## src/rtl/falafel_pkg.sv

```systemverilog
// Shared types for the falafel memory subsystem: arbiter state encoding and
// the request bundle that each requester presents to the shared port.
package falafel_pkg;

    localparam int DATA_W = 32;

    typedef enum logic [1:0] {
        ARB_IDLE,
        ARB_ISSUE,
        ARB_WAIT_RSP
    } arb_state_e;

    typedef struct packed {
        logic              is_write;
        logic [DATA_W-1:0] addr;
        logic [DATA_W-1:0] data;
    } mem_req_t;

    // Index width that stays legal when there is only one requester.
    function automatic int idx_width(input int n);
        return (n > 1) ? $clog2(n) : 1;
    endfunction

endpackage

```

## src/rtl/falafel_rr_picker.sv

```systemverilog
// Combinational round-robin picker: returns the first set bit of req,
// searching upward from ptr with wrap-around.
module falafel_rr_picker
    import falafel_pkg::*;
#(
    parameter  int N_REQ = 2,
    localparam int IDX_W = idx_width(N_REQ)
) (
    input  logic [N_REQ-1:0] req,
    input  logic [IDX_W-1:0] ptr,
    output logic [IDX_W-1:0] idx,
    output logic             any
);

    // NOTE: every output gets a default before the loop so no latch is inferred.
    always_comb begin : pick
        logic [IDX_W-1:0] cand;
        idx  = '0;
        any  = 1'b0;
        cand = '0;
        for (int i = 0; i < N_REQ; i++) begin
            cand = IDX_W'((int'(ptr) + i) % N_REQ);
            if (!any && req[cand]) begin
                any = 1'b1;
                idx = cand;
            end
        end
    end

endmodule

```

## src/rtl/falafel_mem_arbiter.sv

```systemverilog
// Round-robin arbiter sharing the single falafel memory port between N_REQ
// requesters; one transaction in flight, response routed to the granted one.
module falafel_mem_arbiter
    import falafel_pkg::*;
#(
    parameter  int N_REQ     = 2,
    parameter  int WRITE_RSP = 1,
    parameter  int CNT_W     = 32,
    localparam int IDX_W     = idx_width(N_REQ)
) (
    input  logic                         clk_i,
    input  logic                         rst_i,
    input  logic [N_REQ-1:0]             req_val_i,
    output logic [N_REQ-1:0]             req_rdy_o,
    input  logic [N_REQ-1:0]             req_is_write_i,
    input  logic [N_REQ-1:0][DATA_W-1:0] req_addr_i,
    input  logic [N_REQ-1:0][DATA_W-1:0] req_data_i,
    output logic [N_REQ-1:0]             rsp_val_o,
    input  logic [N_REQ-1:0]             rsp_rdy_i,
    output logic [DATA_W-1:0]            rsp_data_o,
    output logic                         mem_req_val_o,
    input  logic                         mem_req_rdy_i,
    output logic                         mem_req_is_write_o,
    output logic [DATA_W-1:0]            mem_req_addr_o,
    output logic [DATA_W-1:0]            mem_req_data_o,
    input  logic                         mem_rsp_val_i,
    output logic                         mem_rsp_rdy_o,
    input  logic [DATA_W-1:0]            mem_rsp_data_i,
    output logic                         busy_o,
    output logic [IDX_W-1:0]             grant_o,
    output logic [CNT_W-1:0]             txn_cnt_o
);

    arb_state_e              state;
    logic [IDX_W-1:0]        rr_ptr;
    logic [IDX_W-1:0]        grant_q;
    logic [CNT_W-1:0]        txn_cnt;
    logic [IDX_W-1:0]        pick_idx;
    logic                    pick_any;
    mem_req_t [N_REQ-1:0]    reqs;
    mem_req_t                sel;
    logic                    req_hs;
    logic                    rsp_hs;
    logic                    write_done;
    logic                    complete;

    always_comb begin
        for (int i = 0; i < N_REQ; i++) begin
            reqs[i] = '{is_write: req_is_write_i[i], addr: req_addr_i[i], data: req_data_i[i]};
        end
    end

    assign sel        = reqs[grant_q];
    assign req_hs     = (state == ARB_ISSUE) && req_val_i[grant_q] && mem_req_rdy_i;
    assign rsp_hs     = (state == ARB_WAIT_RSP) && mem_rsp_val_i && rsp_rdy_i[grant_q];
    // Posted writes finish at the request handshake and never wait for memory.
    assign write_done = req_hs && sel.is_write && (WRITE_RSP == 0);
    assign complete   = write_done || rsp_hs;

    falafel_rr_picker #(.N_REQ(N_REQ)) u_picker (
        .req (req_val_i),
        .ptr (rr_ptr),
        .idx (pick_idx),
        .any (pick_any)
    );

    // NOTE: sequential state uses non-blocking assignments only.
    always_ff @(posedge clk_i or posedge rst_i) begin
        if (rst_i) begin
            state   <= ARB_IDLE;
            rr_ptr  <= '0;
            grant_q <= '0;
            txn_cnt <= '0;
        end else begin
            if (complete) begin
                rr_ptr  <= (grant_q == IDX_W'(N_REQ - 1)) ? '0 : grant_q + 1'b1;
                txn_cnt <= txn_cnt + 1'b1;
            end
            case (state)
                ARB_IDLE: begin
                    if (pick_any) begin
                        grant_q <= pick_idx;
                        state   <= ARB_ISSUE;
                    end
                end
                ARB_ISSUE: begin
                    // A dropped request is an abort: no completion, pointer kept.
                    if (!req_val_i[grant_q]) begin
                        state <= ARB_IDLE;
                    end else if (mem_req_rdy_i) begin
                        state <= write_done ? ARB_IDLE : ARB_WAIT_RSP;
                    end
                end
                ARB_WAIT_RSP: begin
                    if (rsp_hs) begin
                        state <= ARB_IDLE;
                    end
                end
                default: state <= ARB_IDLE;
            endcase
        end
    end

    always_comb begin
        req_rdy_o          = '0;
        rsp_val_o          = '0;
        rsp_data_o         = '0;
        mem_req_val_o      = 1'b0;
        mem_req_is_write_o = 1'b0;
        mem_req_addr_o     = '0;
        mem_req_data_o     = '0;
        mem_rsp_rdy_o      = 1'b0;
        case (state)
            ARB_ISSUE: begin
                mem_req_val_o      = req_val_i[grant_q];
                req_rdy_o[grant_q] = mem_req_rdy_i;
                mem_req_is_write_o = sel.is_write;
                mem_req_addr_o     = sel.addr;
                mem_req_data_o     = sel.data;
            end
            ARB_WAIT_RSP: begin
                rsp_val_o[grant_q] = mem_rsp_val_i;
                mem_rsp_rdy_o      = rsp_rdy_i[grant_q];
                rsp_data_o         = mem_rsp_data_i;
            end
            default: ;
        endcase
    end

    assign busy_o    = (state != ARB_IDLE);
    assign grant_o   = grant_q;
    assign txn_cnt_o = txn_cnt;

endmodule

```

## config.mk

```make
export PLATFORM = sky130hd
export DESIGN_NAME = falafel_mem_arbiter
export DESIGN_NICKNAME = d
export VERILOG_FILES = /design/src/rtl/falafel_pkg.sv /design/src/rtl/falafel_rr_picker.sv /design/src/rtl/falafel_mem_arbiter.sv
export SDC_FILE = /design/constraint.sdc
export NUM_CORES = 1
export LEC_CHECK = 0
export BUFFER_PORTS_ARGS = -buffer_cell sky130_fd_sc_hd__buf_2
export CORE_AREA = 2 2 120 122
export CTS_CLUSTER_DIAMETER = 50
export DETAILED_ROUTE_END_ITERATION = 8
export DIE_AREA = 0 0 122 124
export GPL_ROUTABILITY_DRIVEN = 0
export GPL_TIMING_DRIVEN = 0
export PLACE_DENSITY = 0.52
export SYNTH_ARGS = -nofsm -noshare
export SYNTH_HDL_FRONTEND = slang
export SYNTH_SLANG_ARGS = --single-unit
```

## constraint.sdc

```tcl
create_clock -name clk_i -period 3.7 [get_ports clk_i]
set_input_delay 0.37 -clock clk_i [delete_from_list [all_inputs] [get_ports clk_i]]
set_output_delay 0.37 -clock clk_i [all_outputs]
set_load 0.02 [all_outputs]
```

==> flow_summary_export.csv <==
group,metric,value,unit
die,start_util,0.213,
synth,synth-async-reset-ratio,1.00,
routing,drt_wl_total,12.1,mm
clock_tree,cts_setup_buffers,0,
cells_and_area,final_nets,827,
global_routing,grtUsageMet3,0.0357,
global_routing,grtUsageMet2,0.269,
clock_tree,root_buffer,"clkbuf_16",
clock_tree,cts_hold_buf,0,
power_and_ir_drop,p_leak,0.00290,uW
power_and_ir_drop,ir_drop,318,uV
synth,synthAdderAreaFrac,0.00427,
clock_tree,post_cts_resized,0,
routing,viasPerCell,4.25,
synth,yosysTopAreaCellShare,0.308,
clock_tree,h-tree-depth,2,
cells_and_area,fillers,1496,
sta,clock_skew,0.00420,ns
global_routing,grt_overflow,0,
global_routing,grt_usage,0.148,
sta,hold_viol,0,
synth,synth-simple-area-share,0.317,
setup_path,worstPathMaxFanout,10,
clock_tree,clk_latency,0.27,ns
sta,setup_viol,0,
synth,ys_warn_count,0,
setup_path,cp-start-kind,"register",
synth,synth_ff_type,"dfrtp_1",
routing,vias,3556,
die,fp.dieW,122,um
placement,hpwl,10.5,mm
cells_and_area,drive_above_1_share,0.505,
cells_and_area,antennaDiodeCount,0,
run_status,status,"complete, no violations",
synth,ys_seq_area_frac,0.308,
routing,drc,0,
clock_tree,tritoncts,"built",
routing,ant_nets,0,
sta,slew_headroom,0.488,
synth,yosys.area.top_type,"dfrtp_1",
sta,fin_crit_sh,0.649,
setup_path,crit_arrival,2.03,ns
synth,synth-edff-count,0,
cells_and_area,register_area,901,um^2
sta,tns,0,ns
global_routing,grt-busiest-layer,"met2",
routing,wl_per_cell,14.4,um
clock_tree,cts_buffer_depth,2,
cells_and_area,design_area,4820,um^2
die,rows,43,
routing,firstDrtPassIters,4,
synth,muxShareOfSynthArea,0.234,
clock_tree,cts_made_buffers,5,
routing,drt_iter0_markers,90,
run,cap_violations,0,
sta,rsz0062_at_grt,"no",
synth,syn-cell-area,2930,um^2
global_routing,antenna_found_initial,0,
global_routing,grt_first_pass_wirelength,17.8,mm
setup_path,crit_type,"reg2out",
synth,syn_avg_cell_area,8.54,um^2
cells_and_area,syn_to_final_growth,64.6,%
synth,synthCells,343,
synth,syn_nets,514,
die,die_h,124,um
global_routing,grt_max_degree,37,
placement,io_buffers,306,
placement,place_area,4680,um^2
sta,worst-slew-pin-transition,0.767,ns
synth,synth.most_common_cell,"nor2_1",
min_path,hold_path_class,"in2async",
die,fp.dieArea,15100,um^2
sta,period_minus_slack,2.40,ns
cells_and_area,multi_input_area,1940,um^2
synth,synth-compound-area-share,0.0107,
synth,ys_ff_latch,36,
synth,synth_top_family_by_area,"simple AND/OR/NAND/NOR gates",
global_routing,grt_pass1_vias,3470,
synth,synth-xor-area-share,0.0979,
synth,synth.distinct_cells,36,
die,core-area,13700,um^2
setup_path,worstPathRequired,3.33,ns
power_and_ir_drop,power_density,604,nW/um^2
global_routing,use_met1,0.178,
sta,max_freq,416,MHz
setup_path,cp-end-kind,"output port",
clock_tree,clk_pin_slew_worst_paths,0.05,ns
clock_tree,cts_sinks,36,
sta,drv_slew,0,
synth,synth_area_leaders,"dfrtp_1, mux2i_1, nor2_1, and2_1, xnor2_1",
die,io_pins,307,
synth,netlist_top_cells_count,"nor2_1, mux2i_1, dfrtp_1",
layout by cell type, fill, tap and decap left out, drive strengths merged, types with 6 or more instances in the layout:
| cell | count |
|---|---|
| nor2 | 81 |
| xor2 | 9 |
| mux2i | 67 |
| clkbuf | 14 |
| nand4 | 10 |
| and3 | 6 |
| xnor2 | 22 |
| buf | 316 |
| and2 | 33 |
| nand2 | 23 |
| nand3 | 9 |
| dfrtp | 36 |
metrics by stage:
step           cells  hold WS [ns]   util  setup WS (ns)  power (uW)
2_1_floorplan    343         0.450      -           1.88        1850
3_3_place_gp     829         0.457  0.341           1.53        2550
3_5_place_dp     829         0.463  0.341           1.53        2560
4_1_cts          836         0.262  0.351           1.22        2960
5_1_grt          836         0.309  0.351           1.06        3130
6_report         836         0.237  0.351           1.30        2910
layer usage:
| metal | wire length, um | part of all wire |
|---|---|---|
| met1 | 4770 | 0.39 |
| met2 | 6370 | 0.53 |
| met3 | 824 | 0.068 |
| met4 | 104 | 0.0086 |
| met5 | 0 | 0 |
area by class of cell:
class,instances,share of cell area
multi-input combinational,287,0.403
clock buffer,6,0.0267
sequential,36,0.187
tap,180,0.0467
clock inverter,1,0.00104
inverter,2,0.00156
buffer,18,0.0158
timing repair buffer,306,0.318
report_power, final:
part | internal, uW | switching (uW) | total [uW]
Clock | 244 | 147 | 391
Combinational | 740 | 1300 | 2040
Sequential | 429 | 50.7 | 480
flip-flops by register name, summed over array words and instances, names as in the netlist:
| signal | count |
|---|---|
| txn_cnt_o | 32 |
| state | 2 |
| grant_o | 1 |
| rr_ptr | 1 |
kinds of logic (layout without fill, tap and decap cells):
family | Yosys count | in the layout
simple gates | 182 | 182
xor+xnor | 31 | 31
mux | 68 | 68
compound gates | 5 | 5
fa+ha+maj | 1 | 1
flops | 36 | 36
buf+inv | 20 | 333
final timing paths:
check | slack (ns) | from | depth (start not counted) | end
max in group asynchronous | 2.98 | rst_i | 2 | txn_cnt_o[20]
worst max register to register | 1.87 | state[1] | 5 | txn_cnt_o[7]
worst max-delay path | 1.30 | state[1] | 5 | mem_req_data_o[29]
min in group clk_i | 0.31 | req_val_i[0] | 2 | grant_o
worst min register to register | 0.47 | txn_cnt_o[31] | 1 | txn_cnt_o[31]
worst min-delay path | 0.24 | rst_i | 2 | txn_cnt_o[7]
worst max-delay path, cell delays in order, from the launching register on:
cell	delay, ns
dfrtp_1	0.45
nand2b_1	0.22
clkbuf_1	0.40
clkbuf_1	0.38
nor2_1	0.12
buf_2	0.18
Note: power is estimated with default switching activity, not from simulation.
